File: config.mk
export PLATFORM = sky130hd
export DESIGN_NAME = uart_vctr_rx_flat
export DESIGN_NICKNAME = d
export VERILOG_FILES = /design/src/rtl/uart_vctr_rx_if.sv /design/src/rtl/uart_vctr_rx.sv /design/src/flat_wrapper.sv
export SDC_FILE = /design/constraint.sdc
export NUM_CORES = 1
export LEC_CHECK = 0
export CAP_MARGIN = 30
export CELL_PAD_IN_SITES_DETAIL_PLACEMENT = 0
export CELL_PAD_IN_SITES_GLOBAL_PLACEMENT = 1
export CORE_ASPECT_RATIO = 1.2
export CORE_MARGIN = 2
export CORE_UTILIZATION = 25
export DETAILED_ROUTE_END_ITERATION = 10
export DONT_BUFFER_PORTS = 1
export PLACE_DENSITY = 0.55
export REMOVE_ABC_BUFFERS = 1
export SLEW_MARGIN = 5
export SYNTH_ARGS = -nofsm -noshare
export SYNTH_HDL_FRONTEND = slang
export SYNTH_SLANG_ARGS = --single-unit
File: constraint.sdc
create_clock -name clock -period 4.9 [get_ports clock]
set_input_delay 0.49 -clock clock [delete_from_list [all_inputs] [get_ports clock]]
set_output_delay 0.49 -clock clock [all_outputs]
set_load 0.05 [all_outputs]
File: src/rtl/uart_vctr_rx_if.sv
// rtl/uart_vctr_rx_if.sv - serial input, byte/vector outputs and handshake of uart_vctr_rx
// Purpose : bundles the receiver's line input, per-word outputs, vector
//           handshake and error pulses so they travel as one port.
// Signals : rx          serial line, idle high
//           vctr_ack    consumer accepts vctr_data
//           byte_data   last received word
//           byte_valid  1-cycle pulse, byte_data updated
//           vctr_data   assembled vector, word 0 in the LSB lane
//           vctr_valid  vector complete, held until acked
//           frame_err   1-cycle pulse, stop bit sampled low
//           parity_err  1-cycle pulse, parity mismatch
//           overrun     1-cycle pulse, word dropped while a vector is pending
// Modports: master = receiver side, slave = line driver / vector consumer side
interface uart_vctr_rx_if #(
   parameter int DATA_BITS = 8,
   parameter int VCTR_LEN  = 4
);
   logic                          rx;
   logic                          vctr_ack;
   logic [DATA_BITS-1:0]          byte_data;
   logic                          byte_valid;
   logic [VCTR_LEN*DATA_BITS-1:0] vctr_data;
   logic                          vctr_valid;
   logic                          frame_err;
   logic                          parity_err;
   logic                          overrun;

   modport master (
      input  rx, vctr_ack,
      output byte_data, byte_valid, vctr_data, vctr_valid,
             frame_err, parity_err, overrun
   );

   modport slave (
      output rx, vctr_ack,
      input  byte_data, byte_valid, vctr_data, vctr_valid,
             frame_err, parity_err, overrun
   );
endinterface

File: src/rtl/uart_vctr_rx.sv
// rtl/uart_vctr_rx.sv - UART receiver that packs VCTR_LEN words into one handshaked vector
// Purpose : deserialises async frames on bus.rx (start, DATA_BITS LSB first,
//           optional parity, stop), reports each word, and assembles
//           VCTR_LEN consecutive good words into bus.vctr_data.
// Ports   : clock  system clock, rising edge
//           nrst   asynchronous active-low reset
//           bus    uart_vctr_rx_if.master (rx, vctr_ack in; byte/vector/error outputs)
module uart_vctr_rx #(
   parameter int CLKS_PER_BIT = 434,
   parameter int DATA_BITS    = 8,
   parameter int VCTR_LEN     = 4,
   parameter int PARITY       = 0
) (
   input  logic           clock,
   input  logic           nrst,
   uart_vctr_rx_if.master bus
);
   localparam int CNT_W = $clog2(CLKS_PER_BIT);
   localparam int BC_W  = $clog2(DATA_BITS);
   localparam int IDX_W = (VCTR_LEN > 1) ? $clog2(VCTR_LEN) : 1;

   localparam logic [CNT_W-1:0] HALF_M1  = CNT_W'(CLKS_PER_BIT/2 - 1);
   localparam logic [CNT_W-1:0] FULL_M1  = CNT_W'(CLKS_PER_BIT - 1);
   localparam logic [BC_W-1:0]  LAST_BIT = BC_W'(DATA_BITS - 1);
   localparam logic [IDX_W-1:0] IDX_LAST = IDX_W'(VCTR_LEN - 1);
   localparam logic             ODD_PAR  = (PARITY == 2);

   typedef enum logic [2:0] {S_IDLE, S_START, S_DATA, S_PAR, S_STOP} state_t;

   state_t               state;
   logic                 rx_meta, rx_sync, rx_prev;
   logic [CNT_W-1:0]     cnt;
   logic [BC_W-1:0]      bit_cnt;
   logic [DATA_BITS-1:0] shreg;
   logic                 par;
   logic                 perr;
   logic [IDX_W-1:0]     idx;

   always_ff @(posedge clock or negedge nrst) begin
      if (!nrst) begin
         rx_meta        <= 1'b1;
         rx_sync        <= 1'b1;
         rx_prev        <= 1'b1;
         state          <= S_IDLE;
         cnt            <= '0;
         bit_cnt        <= '0;
         shreg          <= '0;
         par            <= 1'b0;
         perr           <= 1'b0;
         idx            <= '0;
         bus.byte_data  <= '0;
         bus.byte_valid <= 1'b0;
         bus.vctr_data  <= '0;
         bus.vctr_valid <= 1'b0;
         bus.frame_err  <= 1'b0;
         bus.parity_err <= 1'b0;
         bus.overrun    <= 1'b0;
      end else begin
         rx_meta <= bus.rx;
         rx_sync <= rx_meta;
         rx_prev <= rx_sync;

         bus.byte_valid <= 1'b0;
         bus.frame_err  <= 1'b0;
         bus.parity_err <= 1'b0;
         bus.overrun    <= 1'b0;

         // Ack retires the pending vector; a commit below in the same cycle
         // may set vctr_valid again (VCTR_LEN == 1 case).
         if (bus.vctr_valid && bus.vctr_ack)
            bus.vctr_valid <= 1'b0;

         case (state)
            S_IDLE: begin
               if (rx_prev && !rx_sync) begin
                  state <= S_START;
                  cnt   <= '0;
               end
            end

            S_START: begin
               if (cnt == HALF_M1) begin
                  cnt <= '0;
                  if (!rx_sync) begin
                     state   <= S_DATA;
                     bit_cnt <= '0;
                     par     <= 1'b0;
                     perr    <= 1'b0;
                  end else begin
                     state <= S_IDLE;     // start bit did not hold: glitch
                  end
               end else begin
                  cnt <= cnt + 1'b1;
               end
            end

            S_DATA: begin
               if (cnt == FULL_M1) begin
                  cnt   <= '0;
                  shreg <= {rx_sync, shreg[DATA_BITS-1:1]};
                  par   <= par ^ rx_sync;
                  if (bit_cnt == LAST_BIT)
                     state <= (PARITY != 0) ? S_PAR : S_STOP;
                  else
                     bit_cnt <= bit_cnt + 1'b1;
               end else begin
                  cnt <= cnt + 1'b1;
               end
            end

            S_PAR: begin
               if (cnt == FULL_M1) begin
                  cnt   <= '0;
                  // Even: data+parity ones must be even; odd: must be odd.
                  perr  <= par ^ rx_sync ^ ODD_PAR;
                  state <= S_STOP;
               end else begin
                  cnt <= cnt + 1'b1;
               end
            end

            S_STOP: begin
               if (cnt == FULL_M1) begin
                  cnt   <= '0;
                  state <= S_IDLE;
                  if (!rx_sync) begin
                     bus.frame_err <= 1'b1;
                     idx           <= '0;
                  end else if (perr) begin
                     bus.parity_err <= 1'b1;
                     idx            <= '0;
                  end else begin
                     bus.byte_data  <= shreg;
                     bus.byte_valid <= 1'b1;
                     // idx is always 0 while a vector is pending, so an ack
                     // arriving now lands the word in lane 0.
                     if (!bus.vctr_valid || bus.vctr_ack) begin
                        bus.vctr_data[idx*DATA_BITS +: DATA_BITS] <= shreg;
                        if (idx == IDX_LAST) begin
                           bus.vctr_valid <= 1'b1;
                           idx            <= '0;
                        end else begin
                           idx <= idx + 1'b1;
                        end
                     end else begin
                        bus.overrun <= 1'b1;
                     end
                  end
               end else begin
                  cnt <= cnt + 1'b1;
               end
            end

            default: state <= S_IDLE;
         endcase
      end
   end
endmodule

File: src/flat_wrapper.sv
// flat-port wrapper written by rule: the top's interface ports become plain ports
module uart_vctr_rx_flat 
#(
   parameter int CLKS_PER_BIT = 434,
   parameter int DATA_BITS    = 8,
   parameter int VCTR_LEN     = 4,
   parameter int PARITY       = 0
)
  (clock, nrst, bus_rx, bus_vctr_ack, bus_byte_data, bus_byte_valid, bus_vctr_data, bus_vctr_valid, bus_frame_err, bus_parity_err, bus_overrun);
  uart_vctr_rx_if #(.DATA_BITS(DATA_BITS), .VCTR_LEN(VCTR_LEN)) bus_i ();
  input  logic clock;
  input  logic nrst;
  input wire logic [$bits(bus_i.rx)-1:0] bus_rx;
  input wire logic [$bits(bus_i.vctr_ack)-1:0] bus_vctr_ack;
  output wire logic [$bits(bus_i.byte_data)-1:0] bus_byte_data;
  output wire logic [$bits(bus_i.byte_valid)-1:0] bus_byte_valid;
  output wire logic [$bits(bus_i.vctr_data)-1:0] bus_vctr_data;
  output wire logic [$bits(bus_i.vctr_valid)-1:0] bus_vctr_valid;
  output wire logic [$bits(bus_i.frame_err)-1:0] bus_frame_err;
  output wire logic [$bits(bus_i.parity_err)-1:0] bus_parity_err;
  output wire logic [$bits(bus_i.overrun)-1:0] bus_overrun;
  assign bus_i.rx = bus_rx;
  assign bus_i.vctr_ack = bus_vctr_ack;
  assign bus_byte_data = bus_i.byte_data;
  assign bus_byte_valid = bus_i.byte_valid;
  assign bus_vctr_data = bus_i.vctr_data;
  assign bus_vctr_valid = bus_i.vctr_valid;
  assign bus_frame_err = bus_i.frame_err;
  assign bus_parity_err = bus_i.parity_err;
  assign bus_overrun = bus_i.overrun;
  uart_vctr_rx #(.CLKS_PER_BIT(CLKS_PER_BIT), .DATA_BITS(DATA_BITS), .VCTR_LEN(VCTR_LEN), .PARITY(PARITY)) u_core (.clock(clock), .nrst(nrst), .bus(bus_i));
endmodule
==> results of run 1 <==
[worst max-delay path by stage]
stage	startpoint	end	slack, ns	depth (start not counted)
floorplan	u_core.cnt[0]$_DFFE_PN0P_	u_core.bit_cnt[0]$_DFFE_PN0P_	2.94	6
global placement	u_core.idx[0]$_DFFE_PN0P_	u_core.bus.vctr_data[23]$_DFFE_PN0P_	2.61	5
detailed placement	u_core.cnt[1]$_DFFE_PN0P_	u_core.cnt[6]$_DFFE_PN0P_	2.64	6
CTS	u_core.idx[0]$_DFFE_PN0P_	u_core.bus.vctr_data[11]$_DFFE_PN0P_	2.64	5
global route	u_core.cnt[1]$_DFFE_PN0P_	u_core.cnt[2]$_DFFE_PN0P_	2.44	6
finish	u_core.cnt[1]$_DFFE_PN0P_	u_core.cnt[8]$_DFFE_PN0P_	2.68	6
[power groups by stage]
stage / sequential [mW] / clock [mW] / combinational (mW)
floorplan: 0.643 / 0 / 0.0277
global placement: 0.646 / 0 / 0.0346
detailed placement: 0.646 / 0 / 0.0345
CTS: 0.635 / 0.673 / 0.0499
global route: 0.636 / 0.701 / 0.0563
finish: 0.635 / 0.652 / 0.0480
[cell families (layout without fill, tap and decap cells)]
family,count (synthesis),after routing,share of synthesized area (%)
AO/OA/AOI/OAI,36,36,7.87
XOR/XNOR,2,2,0.487
adder cells (fa/ha/maj),11,11,3.83
buffers and inverters,45,59,4.98
flip-flops,75,75,52.3
multiplexers,49,49,14.2
AND/OR/NAND/NOR,97,97,16.3
[through the flow]
stage,worst slack [ns],hold WS (ns)
after floorplan,2.94,0.194
after global placement,2.61,0.196
after detailed placement,2.64,0.196
after CTS,2.64,0.0627
after global routing,2.44,0.0617
final,2.68,0.0374
[layout make-up]
cell class | count | area, um2
well taps | 175 | 219
fillers | 1478 | 10100
clock inverters | 6 | 66.3
clock buffers | 10 | 229
flip-flops and latches | 75 | 1880
multi-input cells | 195 | 1540
repair buffers | 4 | 42.5
inverters | 39 | 146
[worst reg2reg max path: stages, from the launching register on]
cell and delay, ns:
dfrtp_1 0.41, inv_1 0.09, ha_1 0.14, nand4bb_1 0.27
o22ai_1 0.58, nand2_2 0.26, a221o_1 0.37
[layout by cell type, fill, tap and decap left out, types with 2 or more instances in the layout]
cell type | netlist | layout
a21oi_1 | 6 | 6
a221o_1 | 5 | 5
a22o_1 | 6 | 6
buf_2 | 2 | 2
clkbuf_16 | 0 | 9
clkinvlp_4 | 0 | 3
dfrtp_1 | 72 | 72
dfstp_2 | 3 | 3
ha_1 | 11 | 11
inv_1 | 39 | 39
mux2_2 | 17 | 17
mux2i_1 | 32 | 32
nand2_1 | 41 | 41
nand2b_1 | 2 | 2
nand3_1 | 2 | 2
nand3_4 | 4 | 4
nor2_1 | 7 | 7
nor2b_1 | 6 | 6
nor3_1 | 4 | 4
nor3b_1 | 5 | 5
nor4_1 | 6 | 6
o21ai_0 | 5 | 5
o22ai_1 | 2 | 2
o31ai_1 | 4 | 4
or2_2 | 2 | 2
or3b_2 | 2 | 2
[flip-flops by register name, summed over array words and instances, names as in the netlist, 2 cells and up]
register and cells:
u_core.bit_cnt 3, u_core.bus.byte_data 8, u_core.bus.vctr_data 32, u_core.cnt 9
u_core.idx 2, u_core.shreg 8, u_core.state 3
[routing by layer]
| layer | up-vias | GRT usage, % |
|---|---|---|
| met5 | - | 0 |
| met4 | 0 | 4.34 |
| met3 | 9 | 3.49 |
| met2 | 53 | 20.8 |
| met1 | 1127 | 13.5 |
| li1 | 1106 | - |
==> flow_metrics.tcl, run 1 <==
set metrics [dict create \
    yosysSeqAreaShare_pct 52.3 \
    drive_gt1_share_pct 17.6 \
    clk-insertion-delay-late_ns 0.33 \
    cts_sinks 75 \
    switchingPower_mw 0.298 \
    min_path_type "in2async" \
    rr_startpoint "u_core.cnt[1]$_DFFE_PN0P_" \
    drt_iter0_markers 111 \
    wl_um 8230 \
    leakagePower_nw 2.09 \
    async_flop_share_pct 100 \
    wl_met1_um 3410 \
    syn_avg_cell_area_um2 11.4 \
    criticalPathCategory "reg2reg" \
    design_area_um2 4120 \
    clock_skew_ns 0.00650 \
    relSlewSlack_pct 35.1 \
    synth_top_area_cell "dfrtp_1" \
    cts_resized 0 \
    worst_slew_pin_slew_ns 0.972 \
    chipHeight_um 135 \
    synth_top_area_share_pct 50.1 \
    fin_crit_sh_pct 45.4 \
    required_ns 5.12 \
    ys_top_cells_by_area "dfrtp_1, mux2i_1, mux2_2" \
    portBuffers 0 \
    status "complete, no violations" \
    grt_pass1_wl_um 13900 \
    start_util_pct 25.3 \
    fp.dieW_um 113 \
    fin_nets 339 \
    tns_ns 0 \
    fin_crit_ns 2.22 \
    synth_cells 315 \
    gp_congestion 0.774 \
    placedCellCount 486 \
    cts_tree "yes" \
    synth_cell_types 53 \
    syn2layout_area_growth_pct 14.6 \
    maxCapViolCount 0 \
    rrSetupSlack_ns 2.68 \
    yosys_warnings 0 \
    cts.reportedPaths.clkPinSlew_ns 0.06 \
    drv_slew 0 \
    clk_path_buf_depth 2 \
    endpoint_kind "flop" \
    routed-wl-met2_um 4340 \
    peakVddDrop_mv 0.143 \
    top_layer "met4" \
    ys_seq_elements 75 \
    slowest_delay_ns 0.58 \
    swShare_pct 22.3 \
    synth_common_cells "dfrtp_1, nand2_1, inv_1" \
    drc 0 \
    fp-row-count 48 \
    antenna_found_initial 0 \
    power.density_nw_per_um2 324 \
    power.total_mw 1.33 \
    grt_pass1_vias 2528 \
    utilization_pct 28.9 \
    route.met3.wl_um 361 \
    htreeDepth 3 \
    max_freq_ghz 0.450 \
    post_cts_buffers 0 \
    seq_power_share_pct 47.6 \
    synth_most_common_cell "dfrtp_1" \
    via_count 2295 \
    cp_max_fo 9 \
    regToRegEndpoint "u_core.cnt[8]$_DFFE_PN0P_" \
    coreArea_um2 14200 \
    dr.pass1.iters 4 \
    syn_area_um2 3590 \
    worstRegToRegCells 6 \
    pin_count 49 \
    hold_violations 0 \
    cts_buffers 9 \
    setup_viol 0 \
    grtUsageTotal_pct 11.8 \
    synth_edf_count 0 \
    fin_cells 504 \
    grt_max_degree 76 \
    viasPerCell 4.55 \
    cp_slowest_cell "o22ai_1" \
    combPwrFrac_pct 3.6 \
    wire_per_inst_um 16.3 \
    rsz0062_at_grt "no" \
    critPathArrivalTime_ns 2.44 \
    cts_root_buffer "clkbuf_16" \
    cts_hold_buf 1 \
    clockPowerShare_pct 48.9 \
    cp_num_buf_inv 1 \
    cp-start-kind "flop" \
    ys.flop_type "dfrtp_1" \
    die_area_um2 15400 \
    diodes 0 \
    p_int_mw 1.04 \
    dp_hpwl_um 5830 \
    crit_family "compound AO/OA/AOI/OAI gates" \
    path_cells "inv_1 > ha_1 > nand4bb_1 > o22ai_1 > nand2_2 > a221o_1" \
    place_area_um2 3790 \
    detail-route-antenna-nets 0 \
    overflow 0 \
]
(Power assumes the default switching activity.)
==> run 2: changes to the inputs <==
PLACE_DENSITY = 0.57   (was 0.55)
clock period = 1.9 ns   (was 4.9 ns; I/O delays follow)
==> flow_metrics.tcl, run 2 (synthesized netlist as in run 1, its figures left out) <==
set metrics [dict create \
    cts_tree "yes" \
    grtUsageTotal_pct 11.3 \
    top_regs "u_core.bus.vctr_data x32, u_core.cnt x9" \
    viasPerCell 4.57 \
    drc 0 \
    setup_viol 5 \
    wire_per_inst_um 15.2 \
    htreeDepth 3 \
    fp-row-count 48 \
    cp-start-kind "flop" \
    cts_sinks 75 \
    min_path_type "in2async" \
    cp_max_fo 5 \
    pin_count 49 \
    detail-route-antenna-nets 0 \
    relSlewSlack_pct 66.4 \
    clk-insertion-delay-late_ns 0.34 \
    grt_max_degree 76 \
    finalHoldWorstSlack_ns -0.449 \
    endpoint_kind "flop" \
    power.total_mw 3.60 \
    peakVddDrop_mv 0.370 \
    hold_violations 75 \
    fin_crit_ns 1.93 \
    coreArea_um2 14200 \
    rr_startpoint "u_core.cnt[1]$_DFFE_PN0P_" \
    grt_pass1_wl_um 13300 \
    drive_gt1_share_pct 28.7 \
    max_freq_ghz 0.519 \
    cts.reportedPaths.clkPinSlew_ns 0.06 \
    top_register "u_core.bus.vctr_data" \
    largest_reg_flops 32 \
    die_area_um2 15400 \
    final_common_cell "dfrtp_1" \
    critPathArrivalTime_ns 2.15 \
    drt_iter0_markers 121 \
    place_area_um2 4080 \
    multiInputGateArea_um2 1610 \
    layout_setup_ws_ns -0.0271 \
    design_area_um2 4500 \
    antenna_found_initial 0 \
    dp_hpwl_um 5820 \
    cts_buffers 9 \
    start_util_pct 25.3 \
    rsz0062_at_grt "yes" \
    rrSetupSlack_ns -0.03 \
    portBuffers 0 \
    seq_area_um2 1880 \
    setup.worst_path.start "u_core.cnt[1]$_DFFE_PN0P_" \
    cts_hold_buf 1 \
    cts_root_buffer "clkbuf_16" \
    violations "hold timing, setup timing" \
    clk_path_buf_depth 2 \
    worst_slew_pin_slew_ns 0.505 \
    maxCapViolCount 0 \
    status "finished, violations left" \
    criticalPathCategory "reg2reg" \
    dr.pass1.iters 4 \
    syn2layout_area_growth_pct 25.1 \
    diodes 0 \
    leakagePower_nw 2.30 \
    wl_um 8160 \
    nFillCells 1426 \
    overflow 0 \
    clock_skew_ns 0.00820 \
    final_cell_mix "dfrtp_1, nand2_1, inv_1, buf_4, mux2i_1" \
    worstRegToRegCells 7 \
    power.density_nw_per_um2 801 \
    grt_pass1_vias 2543 \
    gp_congestion 0.760 \
    fin_nets 374 \
    fp.dieW_um 113 \
    place_ws_ns -0.117 \
    via_count 2456 \
    utilization_pct 31.6 \
    fin_crit_sh_pct 101 \
    required_ns 2.12 \
    chipHeight_um 135 \
    drv_slew 0 \
    regToRegEndpoint "u_core.cnt[8]$_DFFE_PN0P_" \
]
run 2: cell count changes in the layout (fill, tap and decap cells not counted), moves of 2 or more:
cell	before	now
buf_2	2	0
nor3b_2	0	2
inv_1	39	37
nor3b_1	5	3
clkinvlp_4	3	1
ha_1	11	9
buf_12	0	2
buf_4	0	35
inv_2	0	2
run 2: repair_timing:
action | in CTS | in global routing
pin swaps | 1 | 2
endpoints found under the setup margin | 10 | 49
gates resized for setup | 10 | 8
gates cloned | 0 | 0
setup buffers | 2 | 0
hold endpoints to repair | 76 | 75
run 2: report_power, final:
group	internal [mW]	total (mW)	leakage, nW	switching [mW]
Combinational	0.0800	0.156	1.28	0.0757
Clock	1.17	1.82	0.154	0.645
Sequential	1.61	1.63	0.868	0.0148
run 2: metrics by stage:
stage / hold WS, ns / setup TNS [ns] / cells
2_1_floorplan: -0.106 / -0.0919 / 309
3_3_place_gp: -0.104 / -0.229 / 520
3_5_place_dp: -0.104 / -0.514 / 520
4_1_cts: -0.465 / -0.107 / 538
5_1_grt: -0.466 / -0.632 / 538
6_report: -0.449 / -0.0881 / 538
run 2: routing by layer:
layer / GRT usage [%] / wire [um] / vias to the layer above / share of wire, %
li1: - / - / 1179 / -
met3: 2.60 / 306 / 15 / 3.7
met5: 0 / 0 / - / 0
met4: 6.23 / 248 / 0 / 3.0
met1: 12.8 / 3390 / 1212 / 42
met2: 19.5 / 4220 / 50 / 52
run 2: worst max-delay path by stage:
stage	to	cells past startpoint	slack, ns
detailed placement	u_core.bit_cnt[0]$_DFFE_PN0P_	6	-0.12
global route	u_core.cnt[6]$_DFFE_PN0P_	8	-0.10
CTS	u_core.cnt[8]$_DFFE_PN0P_	7	-0.02
floorplan	u_core.bit_cnt[0]$_DFFE_PN0P_	6	-0.06
global placement	u_core.bit_cnt[0]$_DFFE_PN0P_	6	-0.07
finish	u_core.cnt[8]$_DFFE_PN0P_	7	-0.03
run 2: final cells by class:
class	instances	share of cell area [%]
repair buffers	39	7.21
clock inverters	5	1.73
multi-input cells	195	35.8
well taps	175	4.87
flip-flops and latches	75	41.8
clock buffers	10	5.31
inverters	39	3.26
run 2: worst max-delay path: stages (launching register included):
cell	delay, ns
dfrtp_1	0.39
inv_2	0.08
ha_4	0.12
or4b_4	0.47
o211ai_4	0.27
buf_6	0.16
a21oi_1	0.06
a221o_1	0.26
